<file path="config.mk">
export PLATFORM = sky130hd
export DESIGN_NAME = cursor_ctrl
export DESIGN_NICKNAME = d
export VERILOG_FILES = /design/src/rtl/cursor_ctrl.sv
export SDC_FILE = /design/constraint.sdc
export NUM_CORES = 1
export LEC_CHECK = 0
export ABC_AREA = 0
export CAP_MARGIN = 20
export CORE_UTILIZATION = 60
export DETAILED_ROUTE_END_ITERATION = 8
export PLACE_DENSITY_LB_ADDON = 0.3
export SLEW_MARGIN = 20
export SYNTH_ARGS = -nofsm -noshare
export SYNTH_HDL_FRONTEND = slang
export SYNTH_SLANG_ARGS = --single-unit
export TNS_END_PERCENT = 100
</file>
<file path="constraint.sdc">
create_clock -name clock_i -period 8.95 [get_ports clock_i]
set_clock_uncertainty 0.15 [all_clocks]
set_input_delay 1.79 -clock clock_i [delete_from_list [all_inputs] [get_ports clock_i]]
set_output_delay 1.79 -clock clock_i [all_outputs]
set_load 0.02 [all_outputs]
</file>
<file path="src/rtl/cursor_ctrl.sv">
// Cursor position and house-select controller. PS/2, IR and held-button
// sources are arbitrated into one command per cycle that moves or selects.
module cursor_ctrl #(
  parameter int H_MAX        = 640,
  parameter int V_MAX        = 480,
  parameter int STEP         = 4,
  parameter int REPEAT_DELAY = 25000000,
  parameter int REPEAT_RATE  = 5000000
) (
  input  logic        clock_i,
  input  logic        reset_i,
  input  logic        ps2_key_pressed_i,
  input  logic [7:0]  ps2_key_data_i,
  input  logic        ir_valid_i,
  input  logic [15:0] ir_in_i,
  input  logic        btn_up_i,
  input  logic        btn_down_i,
  input  logic        btn_left_i,
  input  logic        btn_right_i,
  output logic [9:0]  cursor_x_o,
  output logic [8:0]  cursor_y_o,
  output logic        gryffindor_o,
  output logic        slytherin_o,
  output logic        hufflepuff_o,
  output logic        ravenclaw_o,
  output logic        move_pulse_o,
  output logic [7:0]  drop_cnt_o
);

  typedef enum logic [2:0] {C_UP, C_DOWN, C_LEFT, C_RIGHT, C_G, C_S, C_H, C_R} cmd_e;
  typedef enum logic [1:0] {B_IDLE, B_DELAY, B_REPEAT} bstate_e;

  localparam int CNT_MAX = (REPEAT_DELAY > REPEAT_RATE) ? REPEAT_DELAY : REPEAT_RATE;
  localparam int CNT_W   = $clog2(CNT_MAX + 1);
  localparam logic [10:0] STEP_X = 11'(STEP);
  localparam logic [10:0] X_TOP  = 11'(H_MAX - 1);
  localparam logic [9:0]  STEP_Y = 10'(STEP);
  localparam logic [9:0]  Y_TOP  = 10'(V_MAX - 1);

  logic       ps2_hit, ir_hit, btn_any, btn_grant, ir_drop, grant_valid;
  cmd_e       ps2_cmd, ir_cmd, btn_dir, grant_cmd;
  bstate_e    b_state_q;
  logic       pend_q;
  logic [CNT_W-1:0] cnt_q;
  cmd_e       dir_q;

  logic [9:0] cursor_x_q, cursor_x_d;
  logic [8:0] cursor_y_q, cursor_y_d;
  logic [3:0] house_q, house_d;          // {gryffindor, slytherin, hufflepuff, ravenclaw}
  logic       move_pulse_q;
  logic [7:0] drop_cnt_q, drop_cnt_d;
  logic [10:0] x_wide, x_sum;
  logic [9:0]  y_wide, y_sum;

  always_comb begin
    ps2_hit = 1'b0;
    ps2_cmd = C_UP;
    if (ps2_key_pressed_i) begin
      ps2_hit = 1'b1;
      case (ps2_key_data_i)
        8'h75:   ps2_cmd = C_UP;
        8'h72:   ps2_cmd = C_DOWN;
        8'h6B:   ps2_cmd = C_LEFT;
        8'h74:   ps2_cmd = C_RIGHT;
        8'h34:   ps2_cmd = C_G;
        8'h1B:   ps2_cmd = C_S;
        8'h33:   ps2_cmd = C_H;
        8'h2D:   ps2_cmd = C_R;
        default: ps2_hit = 1'b0;
      endcase
    end
  end

  always_comb begin
    ir_hit = 1'b0;
    ir_cmd = C_UP;
    if (ir_valid_i) begin
      ir_hit = 1'b1;
      case (ir_in_i)
        16'h0010: ir_cmd = C_UP;
        16'h0011: ir_cmd = C_DOWN;
        16'h0012: ir_cmd = C_LEFT;
        16'h0013: ir_cmd = C_RIGHT;
        16'h0001: ir_cmd = C_G;
        16'h0002: ir_cmd = C_S;
        16'h0003: ir_cmd = C_H;
        16'h0004: ir_cmd = C_R;
        default:  ir_hit = 1'b0;
      endcase
    end
  end

  assign btn_any = btn_up_i | btn_down_i | btn_left_i | btn_right_i;
  always_comb begin
    if (btn_up_i)        btn_dir = C_UP;
    else if (btn_down_i) btn_dir = C_DOWN;
    else if (btn_left_i) btn_dir = C_LEFT;
    else                 btn_dir = C_RIGHT;
  end

  assign grant_valid = ps2_hit | ir_hit | pend_q;
  assign btn_grant   = pend_q & ~ps2_hit & ~ir_hit;
  assign ir_drop     = ir_hit & ps2_hit;
  assign grant_cmd   = ps2_hit ? ps2_cmd : (ir_hit ? ir_cmd : dir_q);

  // A fresh press or repeat tick re-arms pending even if the old one is granted this cycle.
  always_ff @(posedge clock_i) begin
    if (reset_i) begin
      b_state_q <= B_IDLE;
      pend_q    <= 1'b0;
      cnt_q     <= '0;
      dir_q     <= C_UP;
    end else if (!btn_any) begin
      b_state_q <= B_IDLE;
      pend_q    <= 1'b0;
      cnt_q     <= '0;
    end else if (b_state_q == B_IDLE || btn_dir != dir_q) begin
      b_state_q <= B_DELAY;
      pend_q    <= 1'b1;
      cnt_q     <= CNT_W'(REPEAT_DELAY - 1);
      dir_q     <= btn_dir;
    end else if (cnt_q == '0) begin
      b_state_q <= B_REPEAT;
      pend_q    <= 1'b1;
      cnt_q     <= CNT_W'(REPEAT_RATE - 1);
    end else begin
      cnt_q <= cnt_q - CNT_W'(1);
      if (btn_grant) pend_q <= 1'b0;
    end
  end

  assign x_wide = {1'b0, cursor_x_q};
  assign y_wide = {1'b0, cursor_y_q};
  assign x_sum  = x_wide + STEP_X;
  assign y_sum  = y_wide + STEP_Y;

  always_comb begin
    cursor_x_d = cursor_x_q;
    cursor_y_d = cursor_y_q;
    house_d    = house_q;
    if (grant_valid) begin
      case (grant_cmd)
        C_UP:    cursor_y_d = (y_wide < STEP_Y) ? 9'd0 : 9'(y_wide - STEP_Y);
        C_DOWN:  cursor_y_d = (y_sum > Y_TOP) ? 9'(Y_TOP) : 9'(y_sum);
        C_LEFT:  cursor_x_d = (x_wide < STEP_X) ? 10'd0 : 10'(x_wide - STEP_X);
        C_RIGHT: cursor_x_d = (x_sum > X_TOP) ? 10'(X_TOP) : 10'(x_sum);
        C_G:     house_d = 4'b1000;
        C_S:     house_d = 4'b0100;
        C_H:     house_d = 4'b0010;
        C_R:     house_d = 4'b0001;
        default: house_d = house_q;
      endcase
    end
    drop_cnt_d = (ir_drop && drop_cnt_q != 8'hFF) ? drop_cnt_q + 8'd1 : drop_cnt_q;
  end

  always_ff @(posedge clock_i) begin
    if (reset_i) begin
      cursor_x_q   <= 10'(H_MAX / 2);
      cursor_y_q   <= 9'(V_MAX / 2);
      house_q      <= 4'b0000;
      move_pulse_q <= 1'b0;
      drop_cnt_q   <= 8'd0;
    end else begin
      cursor_x_q   <= cursor_x_d;
      cursor_y_q   <= cursor_y_d;
      house_q      <= house_d;
      move_pulse_q <= (cursor_x_d != cursor_x_q) || (cursor_y_d != cursor_y_q);
      drop_cnt_q   <= drop_cnt_d;
    end
  end

  assign cursor_x_o   = cursor_x_q;
  assign cursor_y_o   = cursor_y_q;
  assign gryffindor_o = house_q[3];
  assign slytherin_o  = house_q[2];
  assign hufflepuff_o = house_q[1];
  assign ravenclaw_o  = house_q[0];
  assign move_pulse_o = move_pulse_q;
  assign drop_cnt_o   = drop_cnt_q;

endmodule

</file>
==> metrics.md <==
| Metric | Value |
|---|---|
| DP Cell Count | a little over 700 |
| Synth-to-layout area growth | 19.4% |
| Syn_nets | between 600 and 700 |
| Grt ovf | 0 |
| H-tree Lvls | 3 |
| CP top delay family | compound AO/OA/AOI/OAI gates |
| Post-Synth XOR/XNOR Area | roughly 7.3% |
| Worst-path fanout max | 12 |
| Post-synth EDFFs | 0 |
| Min cycle time layout | about 5.5 ns |
| Initial Util | between 60 and 70% |
| Net Sw Power | around 0.00023 W |
| Die height | ~90 um |
| NumNets Final | 667 |
| Layout cells sized above 1 | 6.01% |
| Buffers on Ports | 63 |
| Setup TNS | 0 ns |
| Largest family of logic cells by synthesized area | simple AND/OR/NAND/NOR gates |
| Fin. max-slew vios | 0 |
| Antenna Nets Post-Route | 0 |
| Largest net degree at the start of global routing | 29 |
| Cell area after layout | ~5300 um2 |
| Slowest cell delay on critical path | approximately 0.56 ns |
| Synth Area in Compound Gates | roughly 28% |
| Vias in the first global route | 4,433 |
| Clock Tree Buf Depth | 2 |
| # hold bufs at CTS | 0 |
| WL met2 | 5.85 mm |
| Mux cell area share after synthesis | around 1.7% |
| Synthesized instance count | between 500 and 600 |
| Pleak | approximately 1.8 nW |
| TritonCTS buffer count | 9 |
| Clk pwr share | a little over a third |
| CP Capture Type | flop |
| Netlist cell types | around 70 |
| Flops & latches, synth | 62 |
| Ys flop type | dfxtp_1 |
| Vias | 4,810 |
| Later-pin clock latency in the skew report | 0.36 ns |
| CORE AREA | around 6900 um2 |
| Int Pwr | between 0.0004 and 0.0005 W |
| DP Area | ~5000 um2 |
| Slowest CP cell | o41a_2 |
| WL final | about 13 mm |
| Top Metal Used | met4 |
| Die area | 7680 um2 |
| 1st-pass router iterations | 6 |
| Tot Pwr | between 0.0007 and 0.0008 W |
| Power density over the cells | about 140 nW/um2 |
| Sw frac | about a third |
| Initial antenna violation count | 0 |
| Routed WL per cell | approximately 17 um |
| Critical-path cell list | clkdlybuf4s50_1, nor4b_1, a32o_1, o41a_2, a21oi_2, nor2_1, a21boi_0, o221ai_1, a221oi_1, a41oi_1 |
| Met3 routed WL | 1.31 mm |
| Pre-CTS WS | 3.08 ns |
| Worst VDD drop | approximately 0.099 mV |
| I/O Pins | 64 |
| Root buffer cell | clkbuf_8 |
| CP Data Arrival Time | ~5.6 ns |
| GRT Total Usage | 33.9% |
| Maxcap violations | 0 |
| Reg clk slew, reported paths | around 0.080 ns |
| DP Wirelength | 8.89 mm |
| M1 wire length | around 5.0 mm |
| DR iter-0 viols | around 740 |
| Rows | 30 |
| Worst hold path type | flop to flop |
| Status | finished, final reports clean |
| # resized after CTS | 0 |
| Clock sinks | slightly above 60 |
| ANT cells | 0 |
| Max frequency | about 180 MHz |
| Worst-Margin Slew | approximately 0.92 ns |
| Chip Width | between 80 and 90 um |
| Unrepaired setup endpoints after global routing | no |
| Critical setup path kind | input port to flop |
| # DRC | 0 |
| Post-synthesis sequential area ratio | 28.2% |
| Synth Area in Simple Gates | 28.1% |
| Startpoint types | input port |
| CTS tree | built |
| CP Buf/Inv Count | 1 |
| Final setup fails | 0 |
| Yosys Warn Count | 0 |
| Slew margin rel. | between 30% and 40% |
| Fin cells | roughly 730 |
| Placer Congestion | about 0.95 |
| WP data required | ~9.0 ns |
| Synth Area in Adders | under 10% |
| Vias per cell | ~6.6 |
| Synth Cell Area | 4400 um2 |
| Fin worst setup slack | between 3 and 4 ns |
| Reg2Reg Setup Slack | 5.03 ns |
| Ys async rst share | 0% |
| Seq pwr share | between 40% and 50% |
| First-pass GRT wire length | 20.6 mm |
| Final hold vios | 0 |
| Final period utilization | between 60% and 70% |
| Syn avg cell area | approximately 7.5 um2 |
| Logic pwr share | between 20% and 30% |
| Setup bufs post-CTS | 0 |
==> layout make-up <==
cell class,count,area [um2]
flip-flops and latches,62,1240
well taps,96,120
clock buffers,10,128
multi-input cells,467,2960
inverters,21,78.8
repair buffers,66,653
fillers,543,1690
clock inverters,6,71.3
==> cell usage in the layout (no fill, tap or decap), types with 5 or more instances in the layout <==
cell and n:
clkdlybuf4s50_1 63, nor2_1 67, o31ai_1 7, nand2_1 41, or3_1 5, nor4_1 12, xor2_1 17, dfxtp_1 62
mux2i_1 5, o211ai_1 6, nand2b_1 8, o21ai_0 29, inv_1 21, xnor2_1 18, a31oi_1 10, clkbuf_8 9
and2_1 7, o21a_1 6, nor3_1 29, a211oi_1 6, nand4_1 5, nor4bb_1 5, nand3_1 20, ha_1 8
nor2b_1 5, a21oi_1 53
==> path summary, 6_finish.rpt <==
kind	startpoint	endpoint	cells past startpoint
worst max-delay path	ps2_key_data_i[2]	move_pulse_o$_SDFF_PP0_	10
worst min-delay path	house_q[2]$_SDFFE_PP0P_	house_q[2]$_SDFFE_PP0P_	2
worst max register to register	cursor_x_o[3]$_SDFF_PP0_	move_pulse_o$_SDFF_PP0_	10
worst min register to register	house_q[2]$_SDFFE_PP0P_	house_q[2]$_SDFFE_PP0P_	2
==> through the flow <==
step	hold slack (ns)	util [%]
finish	0.308	75.6
floorplan	0.273	-
CTS	0.311	75.5
detailed placement	0.302	72.7
global route	0.331	75.6
global placement	0.286	72.7
==> state kept, by name (all words and copies together), names as in the netlist <==
| signal | flops |
|---|---|
| dir_q | 2 |
| cnt_q | 25 |
| b_state_q | 2 |
| move_pulse_o | 1 |
| pend_q | 1 |
| drop_cnt_o | 8 |
| house_q | 4 |
| cursor_y_o | 9 |
| cursor_x_o | 10 |
==> synth_stat cells, types with 3 or more instances <==
cell type | instances | area, um2
nor4b_1 | 3 | 26.3
nand3_1 | 20 | 100
o21ai_1 | 4 | 20.0
o22ai_1 | 4 | 25.0
nor2b_1 | 5 | 31.3
nor4bb_1 | 5 | 50.1
nor3b_1 | 4 | 30.0
a21oi_2 | 3 | 26.3
nand4_1 | 5 | 31.3
and4_1 | 4 | 35.0
o21ai_0 | 29 | 145
o211ai_1 | 6 | 45.0
ha_1 | 8 | 100
nor4_1 | 12 | 75.1
or4bb_1 | 3 | 33.8
or2_2 | 4 | 25.0
o2111a_1 | 3 | 33.8
xor2_1 | 17 | 149
nand2b_1 | 8 | 50.1
a21oi_1 | 53 | 265
or4_1 | 4 | 30.0
inv_1 | 21 | 78.8
buf_2 | 4 | 20.0
mux2i_1 | 5 | 50.1
a211oi_1 | 7 | 52.6
xnor2_1 | 18 | 158
nand2_1 | 41 | 154
clkbuf_1 | 29 | 109
a311oi_1 | 3 | 26.3
a31oi_1 | 10 | 62.6
nand3b_1 | 3 | 22.5
a32oi_1 | 4 | 35.0
a2111oi_0 | 4 | 35.0
o21a_1 | 6 | 45.0
or3_1 | 5 | 31.3
dfxtp_1 | 62 | 1240
and2_1 | 7 | 43.8
nor2_1 | 67 | 251
and3_1 | 4 | 25.0
nor3_1 | 29 | 145
o31ai_1 | 8 | 60.1
==> power groups by stage <==
stage / clock network (W) / registers (W) / logic [W]
after global placement: 0 / 0.000313 / 0.000139
after detailed placement: 0 / 0.000314 / 0.000143
after floorplan: 0 / 0.000309 / 0.0000981
final: 0.000256 / 0.000308 / 0.000149
after global routing: 0.000270 / 0.000310 / 0.000160
after CTS: 0.000257 / 0.000307 / 0.000144
==> tightest hold or removal path, stage by stage (launching register included) <==
cell and delay (ns):
dfxtp_1 0.32, nand2_1 0.05, a21oi_1 0.05
==> metal layers <==
metal	up-vias	GRT usage, %
met5	-	0
li1	2259	-
met3	70	8.39
met4	0	15.1
met1	2166	43.2
met2	315	54.5
==> cell families (layout without fill, tap and decap cells) <==
family | after synthesis | count (layout)
AOI/OAI and AO/OA | 178 | 178
xor gates and xnor gates | 36 | 36
adders and majority gates | 8 | 8
buffers and inverters | 54 | 103
and+or+nand+nor | 238 | 238
muxes | 7 | 7
DFF | 62 | 62
Note: power is estimated with default switching activity, not from simulation.
